`src/rtl/clint_pkg.sv`:
```
// rtl/clint_pkg.sv - shared CLINT offsets, response codes, state encoding and helpers
package clint_pkg;

    localparam logic [15:0] CLINT_MSIP_OFF     = 16'h0000;
    localparam logic [15:0] CLINT_MTIMECMP_OFF = 16'h4000;
    localparam logic [15:0] CLINT_MTIME_OFF    = 16'hBFF8;

    localparam logic [1:0] AXI_RESP_OKAY   = 2'b00;
    localparam logic [1:0] AXI_RESP_DECERR = 2'b11;

    typedef enum logic [1:0] {
        IDLE  = 2'd0,
        WRESP = 2'd1,
        RRESP = 2'd2
    } clint_state_t;

    typedef enum logic [1:0] {
        REG_NONE     = 2'd0,
        REG_MSIP     = 2'd1,
        REG_MTIMECMP = 2'd2,
        REG_MTIME    = 2'd3
    } clint_reg_t;

    // Replace only the byte lanes selected by strb.
    function automatic logic [63:0] byte_merge(input logic [63:0] old_val,
                                               input logic [63:0] new_val,
                                               input logic [7:0]  strb);
        logic [63:0] res;
        res = old_val;
        for (int i = 0; i < 8; i++) begin
            if (strb[i]) begin
                res[i*8 +: 8] = new_val[i*8 +: 8];
            end
        end
        return res;
    endfunction

    // Map an address (upper half and doubleword index) to a CLINT register.
    function automatic clint_reg_t decode(input logic [15:0] addr_hi,
                                          input logic [12:0] dw_idx,
                                          input logic [15:0] base_hi);
        logic [15:0] off;
        off = {dw_idx, 3'b000};
        if (addr_hi != base_hi) begin
            return REG_NONE;
        end
        case (off)
            CLINT_MSIP_OFF:     return REG_MSIP;
            CLINT_MTIMECMP_OFF: return REG_MTIMECMP;
            CLINT_MTIME_OFF:    return REG_MTIME;
            default:            return REG_NONE;
        endcase
    endfunction

endpackage

```
`src/rtl/clint_mtime_counter.sv`:
```
// rtl/clint_mtime_counter.sv - mtime register with byte-masked write port and optional prescaler (CLINT_MTIME_PRESCALE_EN)
module clint_mtime_counter
    import clint_pkg::*;
#(
    parameter int PRESCALE = 1
) (
    input  logic        clk,
    input  logic        reset,
    input  logic        wr_en,
    input  logic [63:0] wr_data,
    input  logic [7:0]  wr_strb,
    output logic [63:0] mtime
);

    logic        tick;
    logic [63:0] mtime_inc;

`ifdef CLINT_MTIME_PRESCALE_EN
    localparam int CW = (PRESCALE > 1) ? $clog2(PRESCALE) : 1;

    logic [CW-1:0] pre_cnt;
    logic          mtime_written;

    assign mtime_written = wr_en & (|wr_strb);
    assign tick          = (pre_cnt == CW'(PRESCALE - 1));

    // Prescale counter: wraps on each tick and restarts whenever software writes mtime.
    always_ff @(posedge clk or posedge reset) begin
        if (reset) begin
            pre_cnt <= '0;
        end else if (mtime_written || tick) begin
            pre_cnt <= '0;
        end else begin
            pre_cnt <= pre_cnt + 1'b1;
        end
    end
`else
    logic [31:0] unused_prescale;

    assign unused_prescale = 32'(PRESCALE);
    assign tick            = 1'b1;
`endif

    assign mtime_inc = mtime + {63'd0, tick};

    // mtime advances each tick; written bytes override the increment, others keep it.
    always_ff @(posedge clk or posedge reset) begin
        if (reset) begin
            mtime <= 64'd0;
        end else if (wr_en) begin
            mtime <= byte_merge(mtime_inc, wr_data, wr_strb);
        end else begin
            mtime <= mtime_inc;
        end
    end

endmodule

```
`src/rtl/axi_clint_slave.sv`:
```
// rtl/axi_clint_slave.sv - single-beat AXI4 CLINT responder (msip, mtimecmp, mtime); optional CLINT_MTIME_PRESCALE_EN
module axi_clint_slave
    import clint_pkg::*;
#(
    parameter logic [31:0] BASE_ADDR = 32'h0200_0000,
    parameter int          PRESCALE  = 1
) (
    input  logic        clk,
    input  logic        reset,
    input  logic        s_awvalid,
    output logic        s_awready,
    input  logic [31:0] s_awaddr,
    input  logic [2:0]  s_awsize,
    input  logic        s_wvalid,
    output logic        s_wready,
    input  logic [63:0] s_wdata,
    input  logic [7:0]  s_wstrb,
    input  logic        s_wlast,
    output logic        s_bvalid,
    input  logic        s_bready,
    output logic [1:0]  s_bresp,
    input  logic        s_arvalid,
    output logic        s_arready,
    input  logic [31:0] s_araddr,
    input  logic [2:0]  s_arsize,
    output logic        s_rvalid,
    input  logic        s_rready,
    output logic [63:0] s_rdata,
    output logic [1:0]  s_rresp,
    output logic        s_rlast,
    output logic [63:0] rdtime,
    output logic        int_m_timer,
    output logic        int_m_software
);

    clint_state_t state, next_state;
    clint_reg_t   wr_sel, rd_sel;

    logic        wr_acc, rd_acc;
    logic        msip;
    logic [63:0] mtimecmp;
    logic [63:0] mtime;
    logic [63:0] rd_value;
    logic [1:0]  bresp_q, rresp_q;
    logic [63:0] rdata_q;
    logic        timer_q;
    logic        unused_ok;

    assign unused_ok = ^{s_awsize, s_arsize, s_wlast, s_awaddr[2:0], s_araddr[2:0], BASE_ADDR[15:0]};

    assign wr_sel = decode(s_awaddr[31:16], s_awaddr[15:3], BASE_ADDR[31:16]);
    assign rd_sel = decode(s_araddr[31:16], s_araddr[15:3], BASE_ADDR[31:16]);

    // State register; reset abandons any pending response.
    always_ff @(posedge clk or posedge reset) begin
        if (reset) begin
            state <= IDLE;
        end else begin
            state <= next_state;
        end
    end

    // Accept logic and next state: a complete write (AW+W) beats a concurrent read.
    always_comb begin
        next_state = state;
        wr_acc     = 1'b0;
        rd_acc     = 1'b0;
        case (state)
            IDLE: begin
                if (!reset) begin
                    if (s_awvalid && s_wvalid) begin
                        wr_acc     = 1'b1;
                        next_state = WRESP;
                    end else if (s_arvalid) begin
                        rd_acc     = 1'b1;
                        next_state = RRESP;
                    end
                end
            end
            WRESP: begin
                if (s_bready) begin
                    next_state = IDLE;
                end
            end
            RRESP: begin
                if (s_rready) begin
                    next_state = IDLE;
                end
            end
            default: next_state = IDLE;
        endcase
    end

    assign s_awready = wr_acc;
    assign s_wready  = wr_acc;
    assign s_arready = rd_acc;
    assign s_bvalid  = (state == WRESP);
    assign s_rvalid  = (state == RRESP);
    assign s_bresp   = bresp_q;
    assign s_rresp   = rresp_q;
    assign s_rdata   = rdata_q;
    assign s_rlast   = 1'b1;

    clint_mtime_counter #(
        .PRESCALE (PRESCALE)
    ) u_mtime (
        .clk     (clk),
        .reset   (reset),
        .wr_en   (wr_acc && (wr_sel == REG_MTIME)),
        .wr_data (s_wdata),
        .wr_strb (s_wstrb),
        .mtime   (mtime)
    );

    // Read mux over current (pre-increment) register contents.
    always_comb begin
        rd_value = 64'd0;
        case (rd_sel)
            REG_MSIP:     rd_value = {63'd0, msip};
            REG_MTIMECMP: rd_value = mtimecmp;
            REG_MTIME:    rd_value = mtime;
            default:      rd_value = 64'd0;
        endcase
    end

    // Software-interrupt bit and timer compare register, committed in the write accept cycle.
    always_ff @(posedge clk or posedge reset) begin
        if (reset) begin
            msip     <= 1'b0;
            mtimecmp <= 64'hFFFF_FFFF_FFFF_FFFF;
        end else if (wr_acc) begin
            if (wr_sel == REG_MSIP && s_wstrb[0]) begin
                msip <= s_wdata[0];
            end
            if (wr_sel == REG_MTIMECMP) begin
                mtimecmp <= byte_merge(mtimecmp, s_wdata, s_wstrb);
            end
        end
    end

    // Response registers, loaded on accept and held while the response waits.
    always_ff @(posedge clk or posedge reset) begin
        if (reset) begin
            bresp_q <= AXI_RESP_OKAY;
            rresp_q <= AXI_RESP_OKAY;
            rdata_q <= 64'd0;
        end else begin
            if (wr_acc) begin
                bresp_q <= (wr_sel == REG_NONE) ? AXI_RESP_DECERR : AXI_RESP_OKAY;
            end
            if (rd_acc) begin
                rresp_q <= (rd_sel == REG_NONE) ? AXI_RESP_DECERR : AXI_RESP_OKAY;
                rdata_q <= rd_value;
            end
        end
    end

    // Timer interrupt is a registered level compare, never latched.
    always_ff @(posedge clk or posedge reset) begin
        if (reset) begin
            timer_q <= 1'b0;
        end else begin
            timer_q <= (mtime >= mtimecmp);
        end
    end

    assign rdtime         = mtime;
    assign int_m_timer    = timer_q;
    assign int_m_software = msip;

endmodule
```
`config.mk`:
```
export PLATFORM = sky130hd
export DESIGN_NAME = axi_clint_slave
export DESIGN_NICKNAME = d
export VERILOG_FILES = /design/src/rtl/clint_pkg.sv /design/src/rtl/clint_mtime_counter.sv /design/src/rtl/axi_clint_slave.sv
export SDC_FILE = /design/constraint.sdc
export NUM_CORES = 1
export LEC_CHECK = 0
export CELL_PAD_IN_SITES_DETAIL_PLACEMENT = 1
export CELL_PAD_IN_SITES_GLOBAL_PLACEMENT = 1
export CORE_MARGIN = 10
export CORE_UTILIZATION = 37
export CTS_CLUSTER_SIZE = 14
export DETAILED_ROUTE_END_ITERATION = 10
export PLACE_DENSITY_LB_ADDON = 0.1
export SLEW_MARGIN = 25
export SYNTH_ARGS = -nofsm -noshare
export SYNTH_HDL_FRONTEND = slang
export SYNTH_SLANG_ARGS = --single-unit
```
`constraint.sdc`:
```
create_clock -name clk -period 8.9 [get_ports clk]
set_input_delay 1.335 -clock clk [delete_from_list [all_inputs] [get_ports clk]]
set_output_delay 1.335 -clock clk [all_outputs]
set_load 0.1 [all_outputs]
```
# Word-level counts from Yosys, hierarchy flattened
# Index checks and enable logic that the tools add are counted.
# op_classes
eq_ne,18
order_cmp,1
n_reduce_logical,18
add_sub_neg,1
mux,33
# ops
operator,n
case mux 64 bit (3 select lines),1
"adder 64 x 1 -> 64 bit, second input constant",1
>= comparator 64 bit,1
two-way mux 64 bit,1
two-way mux 8 bit,8
"!= test 16 x 10 -> 1 bit, second input constant",2
"equality test 13 x 12 -> 1 bit, second input constant",2
"equality test 13 bit, second input constant",2
zero test 13 bit,2
AND reduction 3 bit,8
two-way mux 2 bit,11
case mux 2 bit (3 select lines),3
"equality test 2 bit, second input constant",5
two-way mux 1 bit,9
"equality test 2 x 1 -> 1 bit, second input constant",3
zero test 2 bit,3
"!= test 2 x 1 -> 1 bit, second input constant",2
AND reduction 4 bit,1
logical AND 1 bit,3
"!= test 3 bit, second input constant",1
"!= test 2 bit, second input constant",1
AND reduction 2 bit,1
# word_totals
output_inout_bits,140
ff_bits,200
in_bits,150

# Longest topological paths before layout
# depth
depth_word,6
ltp_mapped,8
mapped_depth_nobuf,8

# Modules after synthesis
# A second synthesis with hierarchy kept.
# hier_totals
cells_unflattened,1163
hier_area_um2,11456.0
# modules_own_cells
mod,area_per_inst_um2,cells_per_inst,instances,seq_area_each_um2
axi_clint_slave,7709.9,716,1,3433.3
clint_mtime_counter,3746.1,447,1,1601.5

# Worst setup path after synthesis
# Ideal clock, no wire load.
# synth_timing
path_type,input -> output
startpoint,input port reset
endpoint,output port s_arready
path_buffers,1
setup_slack_ns,4.792
t_required_ns,7.565
arrival_time_ns,2.773
cell_stages,4
cell_sequence,nor3_1 nand3_1 inv_1 clkbuf_1
# synth_between
elab_chain_len,2
# synth_lines
element,line,text
"start, declared",axi_clint_slave.sv:9,"input logic reset,"
two-way mux 1 bit,axi_clint_slave.sv:70,if (!reset) begin
two-way mux 1 bit,axi_clint_slave.sv:68,case (state)
"end, declared",axi_clint_slave.sv:23,"output logic s_arready,"
# No other way between the ends.

# Worst setup path after layout
# Ends and elaborated chain as after synthesis.

==> impl_results.md <==
* Initial antenna violation count at 2
* Row cnt at a little over 60
* Ports at 290
* Tot Pwr at 2.82 mW
* Clk pwr share at 0.279
* Register bit count reported by yosys at ~200
* Ys flop type: dfrtp_1
* Minimum clock period at between 5 and 6 ns
* Final WL at 38,200 µm
* Worst setup EP type: primary output
* Post-synthesis mux area share at 0.0697
* WP data arrival at 4.07 ns
* Comb power frac at 0.357
* Final Instance Area at between 0.01 and 0.015 mm²
* Hold_buf cts at 0
* DP HPWL at approximately 27,000 µm
* Final core occ at 0.504
* DRC at 0
* Fmax achieved at 185 MHz
* Largest area contributor in the netlist: dfrtp_1
* Post-CTS Resized at 0
* Synth Area in Compound Gates at 0.117
* TNS Setup at 0 ns
* Area delta synth->final at 34.0%
* Gr usage total at 0.207
* Max incr delay on CP at 1.15 ns
* Reg power frac at 0.364
* Post-Synth XOR/XNOR Area at 0.0470
* Setup Fix Bufs, Post-CTS at 0
* Die footprint at 0.0365 mm²
* Clock Pin Slew Worst Setup and Hold Paths at approximately 0.070 ns
* Worst relative slew slack at 0.274
* Antenna Violating Nets Remaining at 0
* DRT Pass-1 Iters at 5
* Internal power at 1.64 mW
* H-tree depth at 4
* Lkg Pwr at about 6 nW
* Final setup vio count at 0
* Cell Area, Placed at 0.0139 mm²
* Synthesized cell area at ~0.011 mm²
* Vias in the first global route at approximately 10,000
* Port buffer count at between 200 and 300
* Core Box Area at 0.0288 mm²
* Max-cap violations at 0
* Largest family of logic cells by synthesized area: simple AND/OR/NAND/NOR gates
* Largest fanout on the critical path at 67
* Placed Cells at about 1,700
* Sw frac at 0.419
* Largest net degree at the start of global routing at about 130
* Status: finished, final reports clean
* Sequential share of the synthesized area at 0.465
* RSZ-0062 raised after global routing: false
* Post-route insts no fill at ~1,800
* CTS sink cnt at 198
* CP dominant cell by count: clkdlybuf4s50_1
* Final slew viol count at 0
* Power density cells at roughly 190 mW/mm²
* Post-synthesis adder-cell area fraction at 0.0752
* Post-Synthesis Cells at around 1,100
* VDD IR-drop max at about 0.15 mV
* Slew @ Worst Pin at around 1.1 ns
* Top cells by area, synth: dfrtp_1 31%, dfstp_2 16%, ha_1 7.5%
* Vias at approximately 9,400
* Synth Net Count at around 1,300
* Drt via density at 5.32
* Die Height at roughly 190 µm
* Hold Vio Cnt, Final at 0
* Number of synthesized flops with an enable pin at 0
* Critical-path top delay cell: clkdlybuf4s50_1
* DRC marker count from the first detailed-route iteration at roughly 450
* Total CTS buffers at 17
* Layout Skew at about 0.017 ns
* Fin crit share at 0.607
* Root Buffer: clkbuf_16
* HP Class: flop to flop
* Share of layout cells above drive strength 1 at 0.133
* Critical-path cell list: clkdlybuf4s50_1 -> nor3_1 -> nand3_4 -> buf_4 -> inv_2 -> clkdlybuf4s50_1
* Syn avg cell area at roughly 9.8 µm²
* Initial Util at 0.376
* P_sw at 1.18 mW
* Req. time, crit path at 7.57 ns
* Post-synth top area share at 0.310
* Final Net Count at approximately 1,600
* Async S/R FF share, synth at 1.00
* TritonCTS clock tree: done
* Clk buf depth at 2
* Simple-Gate Fraction of Synth Area at 0.177
* Synth warn at 0
* Clk Latency, worst-skew pair at between 0.4 and 0.5 ns
* First-pass GRT wire length at 59,100 µm
* Count of cell types in the netlist at 48
* Die X at around 190 µm
* CP Launch Type: primary input
* Gpl congestion at about 0.80
* DR WL/cell at approximately 22 µm
* Worst Path Class, Setup: primary input to primary output
* Remaining Overflow, GRT at 0
==> critical path, delay by kind of cell <==
family | cells | cell delay (ns)
buffers and inverters | 4 | 2.22
and+or+nand+nor | 2 | 0.49
==> logic make-up after synthesis <==
group	Yosys count
compound gates	192
flops	198
fa+ha+maj	65
other cells	1
mux	67
simple gates	405
xor+xnor	58
buf+inv	123
==> cell usage after synthesis, drive strengths merged (2+ instances only) <==
cell,count
nor2,206
dfrtp,134
a21oi,83
inv,73
mux2,67
a221oi,66
ha,65
dfstp,64
nand2,53
xor2,47
nand4,40
nand3,30
buf,28
and3,23
clkbuf,22
o21ai,18
nor4,17
a21o,13
xnor2,11
and2,7
nor3,7
a31oi,5
and4,5
or3,4
nand2b,3
nand3b,2
nor4b,2
or4,2
==> power by group through the flow <==
stage / registers (mW) / clock network, mW / logic [mW]
after floorplan: 1.62 / 0 / 0.135
after global placement: 1.04 / 0 / 1.01
after detailed placement: 1.04 / 0 / 1.01
after CTS: 1.03 / 0.807 / 1.02
after global routing: 1.04 / 0.843 / 1.05
final: 1.03 / 0.788 / 1.01
==> layer usage <==
| layer | GRT usage | vias to the layer above | share of wire |
|---|---|---|---|
| li1 | - | 4447 | - |
| met3 | 0.0497 | 29 | 0.047 |
| met5 | 0 | - | 0.00034 |
| met1 | 0.253 | 4701 | 0.44 |
| met4 | 0.0463 | 2 | 0.011 |
| met2 | 0.361 | 178 | 0.50 |
==> final timing paths <==
path,cells after the start,start,slack (ns),endpoint
worst max-delay path,6,reset,3.50,s_arready
worst max register to register,6,u_mtime.mtime[29]$_DFF_PP0_,5.75,u_mtime.mtime[63]$_DFF_PP0_
min in group asynchronous,2,reset,1.54,s_rdata[50]$_DFFE_PP0P_
worst min-delay path,2,s_rdata[36]$_DFFE_PP0P_,0.51,s_rdata[36]$_DFFE_PP0P_
worst min register to register,2,s_rdata[36]$_DFFE_PP0P_,0.51,s_rdata[36]$_DFFE_PP0P_
max in group asynchronous,3,reset,5.87,u_mtime.mtime[30]$_DFF_PP0_
==> metrics by stage <==
step,hold slack [ns],setup slack [ns]
floorplan,0.549,2.27
global placement,0.489,3.53
detailed placement,0.499,3.49
CTS,0.517,3.49
global route,0.527,3.44
finish,0.509,3.50
==> final cells by class <==
class	instances	area, µm²
fillers	3221	14300
multi-input cells	788	5300
flip-flops and latches	198	5030
repair buffers	284	2820
clock buffers	23	488
well taps	384	480
inverters	73	282
clock inverters	9	93.8
diodes	1	2.50
==> flip-flops by register name (all words and copies together), names as in the netlist <==
name            count
mtimecmp           64
s_rdata            64
u_mtime.mtime      64
state               2
int_m_software      1
int_m_timer         1
s_bresp             1
s_rresp             1
==> layout by cell type (no fill, tap or decap), drive strengths merged, types with 30 or more instances in the layout <==
cell type      instances
clkdlybuf4s50        275
nor2                 206
dfrtp                134
a21oi                 83
inv                   74
mux2                  67
a221oi                66
ha                    65
dfstp                 64
nand2                 53
xor2                  47
nand4                 40
nand3                 30
(Power assumes the default switching activity.)
==> variant: new RTL, config.mk and constraints unchanged <==
Encoding of `clint_state_t`: now one-hot (3 bits for 3 states).
--- a/src/rtl/clint_pkg.sv
+++ b/src/rtl/clint_pkg.sv
@@ -9,8 +9,8 @@
     localparam logic [1:0] AXI_RESP_DECERR = 2'b11;
 
-    typedef enum logic [1:0] {
-        IDLE  = 2'd0,
-        WRESP = 2'd1,
-        RRESP = 2'd2
+    typedef enum logic [2:0] {
+        IDLE  = 3'b001,
+        WRESP = 3'b010,
+        RRESP = 3'b100
     } clint_state_t;
 
Function: no difference found for any inputs over 4 cycles, from zero or initial values and one cycle with reset high; so few cycles prove little.
==> variant against the original RTL <==
  * Worst hold slack got worse by 0.031 ns
  * Cell area increased by 0.37%
  * Synthesized area increased by 0.86%
  * Sequential share of layout area increased by 0.052 points
  * Sequential cell count increased by 1
  * Count of clock-buffer cells in the layout decreased by 6
  * Setup slack got worse by 0.54 ns
  * Synthesized cell count about the same
  * Utilization decreased by 0.084 points
  * Via count decreased by 1.2%
  * Routed wire length decreased by 2.9%
  * Critical path type unchanged
  * Critical endpoint unchanged
Power is not compared: it rests on default switching activity, and its combinational part moved more than twofold at a synthesized area within 25%.
==> variant: results (changes against the original RTL) <==
metric,value,unit,change
RR Startpoint,state[0],,
final setup skew,0.0188,ns,+0.00172 ns
mean number of vias per cell,5.26,,-1.0%
gr usage total,20.1,%,-0.62 points
drt wl/cell,21.1,um,-2.7%
RD Place Congestion,0.783,,-2.7%
worst path arrival time,4.61,ns,+0.54 ns
Slew HR,28.1,%,+0.77 points
syn_nets,1325,,+0.076%
ys async rst share,100,%,unchanged
Yosys cell types,55,,+15%
most frequent cells after synthesis,"134 x dfrtp_1, 106 x nand2_1, 89 x nor2_1",,
Hold Slack,0.478,ns,-0.0308 ns
sequential cell area fraction in the yosys report,46.4,%,-0.15 points
DRT iter0 DRCs,312,,-30%
H-tree levels,4,,unchanged
largest net degree at the start of global routing,103,,-23%
hold endpoint,s_rdata[35],,
Hold Startpoint,s_rdata[35],,
Final HPWL DP,27400,um,+0.98%
Critical Path Max Stage Delay,1.18,ns,+0.03 ns
Area contributors post-synth,"dfrtp_1 31%, dfstp_2 16%, ha_1 7.5%",,
DRT Pass-1 Iters,4,,-1
Reg2Reg Setup Slack,5.68,ns,-0.07 ns
Hold Crit Depth,2,,unchanged
first-pass GRT wire length,57700,um,-2.3%
fill count,3274,,+1.6%
initial antenna violation count,2,,unchanged
Clock Pin Slew Worst Setup and Hold Paths,0.08,ns,
share of layout cells above drive strength 1,14.6,%,+1.3 points
vias in the first global route,9892,,-1.0%
Critical R2R Capture,mtimecmp[37],,
worst-path maximum fanout,63,,-6.0%
status,"finished, final reports clean",,
variant: changes by cell type after synthesis, moves of 10 or more:
cell,before,now
clkbuf_1,22,32
buf_2,22,5
o21ai_0,18,73
nand2_1,53,106
a22oi_1,1,64
xnor2_1,11,27
nor2_1,206,89
xor2_1,47,35
a221oi_1,66,1
and3_1,23,13
variant: logic make-up (layout without fill, tap and decap cells):
logic type,Yosys count,in the layout,share of synthesized area (%)
AO/OA/AOI/OAI,248,248,13.4
XOR/XNOR,62,62,4.98
adder cells (fa/ha/maj),65,65,7.45
buffers and inverters,121,383,4.49
flip-flops,199,199,46.4
multiplexers,68,68,7.02
other,1,2,0.0344
AND/OR/NAND/NOR,346,346,16.2
variant: area by class of cell:
| cell class | instances | area share (%) |
|---|---|---|
| clock buffer | 17 | 2.92 |
| tap | 384 | 3.30 |
| antenna | 1 | 0.0172 |
| sequential | 199 | 34.8 |
| multi-input combinational | 790 | 37.0 |
| inverter | 72 | 1.91 |
| clock inverter | 14 | 0.954 |
| timing repair buffer | 280 | 19.1 |
variant: stage by stage:
step / power [mW] / instances / worst slack [ns] / utilization [%] / instance area (um^2)
after CTS: 1.83 / 1756 / 2.95 / 50.3 / 14600
after detailed placement: 1.05 / 1725 / 2.96 / 48.4 / 14000
final: 1.81 / 1757 / 2.95 / 50.3 / 14600
after global placement: 1.05 / 1725 / 3.02 / 48.4 / 14000
after global routing: 1.88 / 1756 / 2.82 / 50.3 / 14600
after floorplan: 0.967 / 1110 / 2.25 / - / 10900
variant: worst max-delay path by stage:
stage / start / end / slack, ns / cells past startpoint
final: reset / s_arready / 2.95 / 5
after CTS: reset / s_arready / 2.95 / 5
after detailed placement: reset / s_arready / 2.96 / 5
after global routing: reset / s_arready / 2.82 / 5
after global placement: reset / s_arready / 3.02 / 5
after floorplan: reset / int_m_software / 2.25 / 1
variant: report_power, final:
part           leakage (nW)  switching, mW  internal (mW)  total (mW)
registers              2.22        0.00162          0.907       0.909
clock network         0.275          0.383          0.393       0.776
logic                  3.04         0.0659         0.0605       0.126
total                  5.54          0.450           1.36        1.81
variant: routing by layer:
metal,wire length (um),track usage (%)
met3,1980,5.10
met2,18200,33.8
met5,20,0
met4,674,5.23
met1,16200,25.1
variant: tightest hold or removal path, cell delays in order (launching register included):
cell	delay (ns)
dfrtp_1	0.34
nand2_1	0.05
o21ai_0	0.06
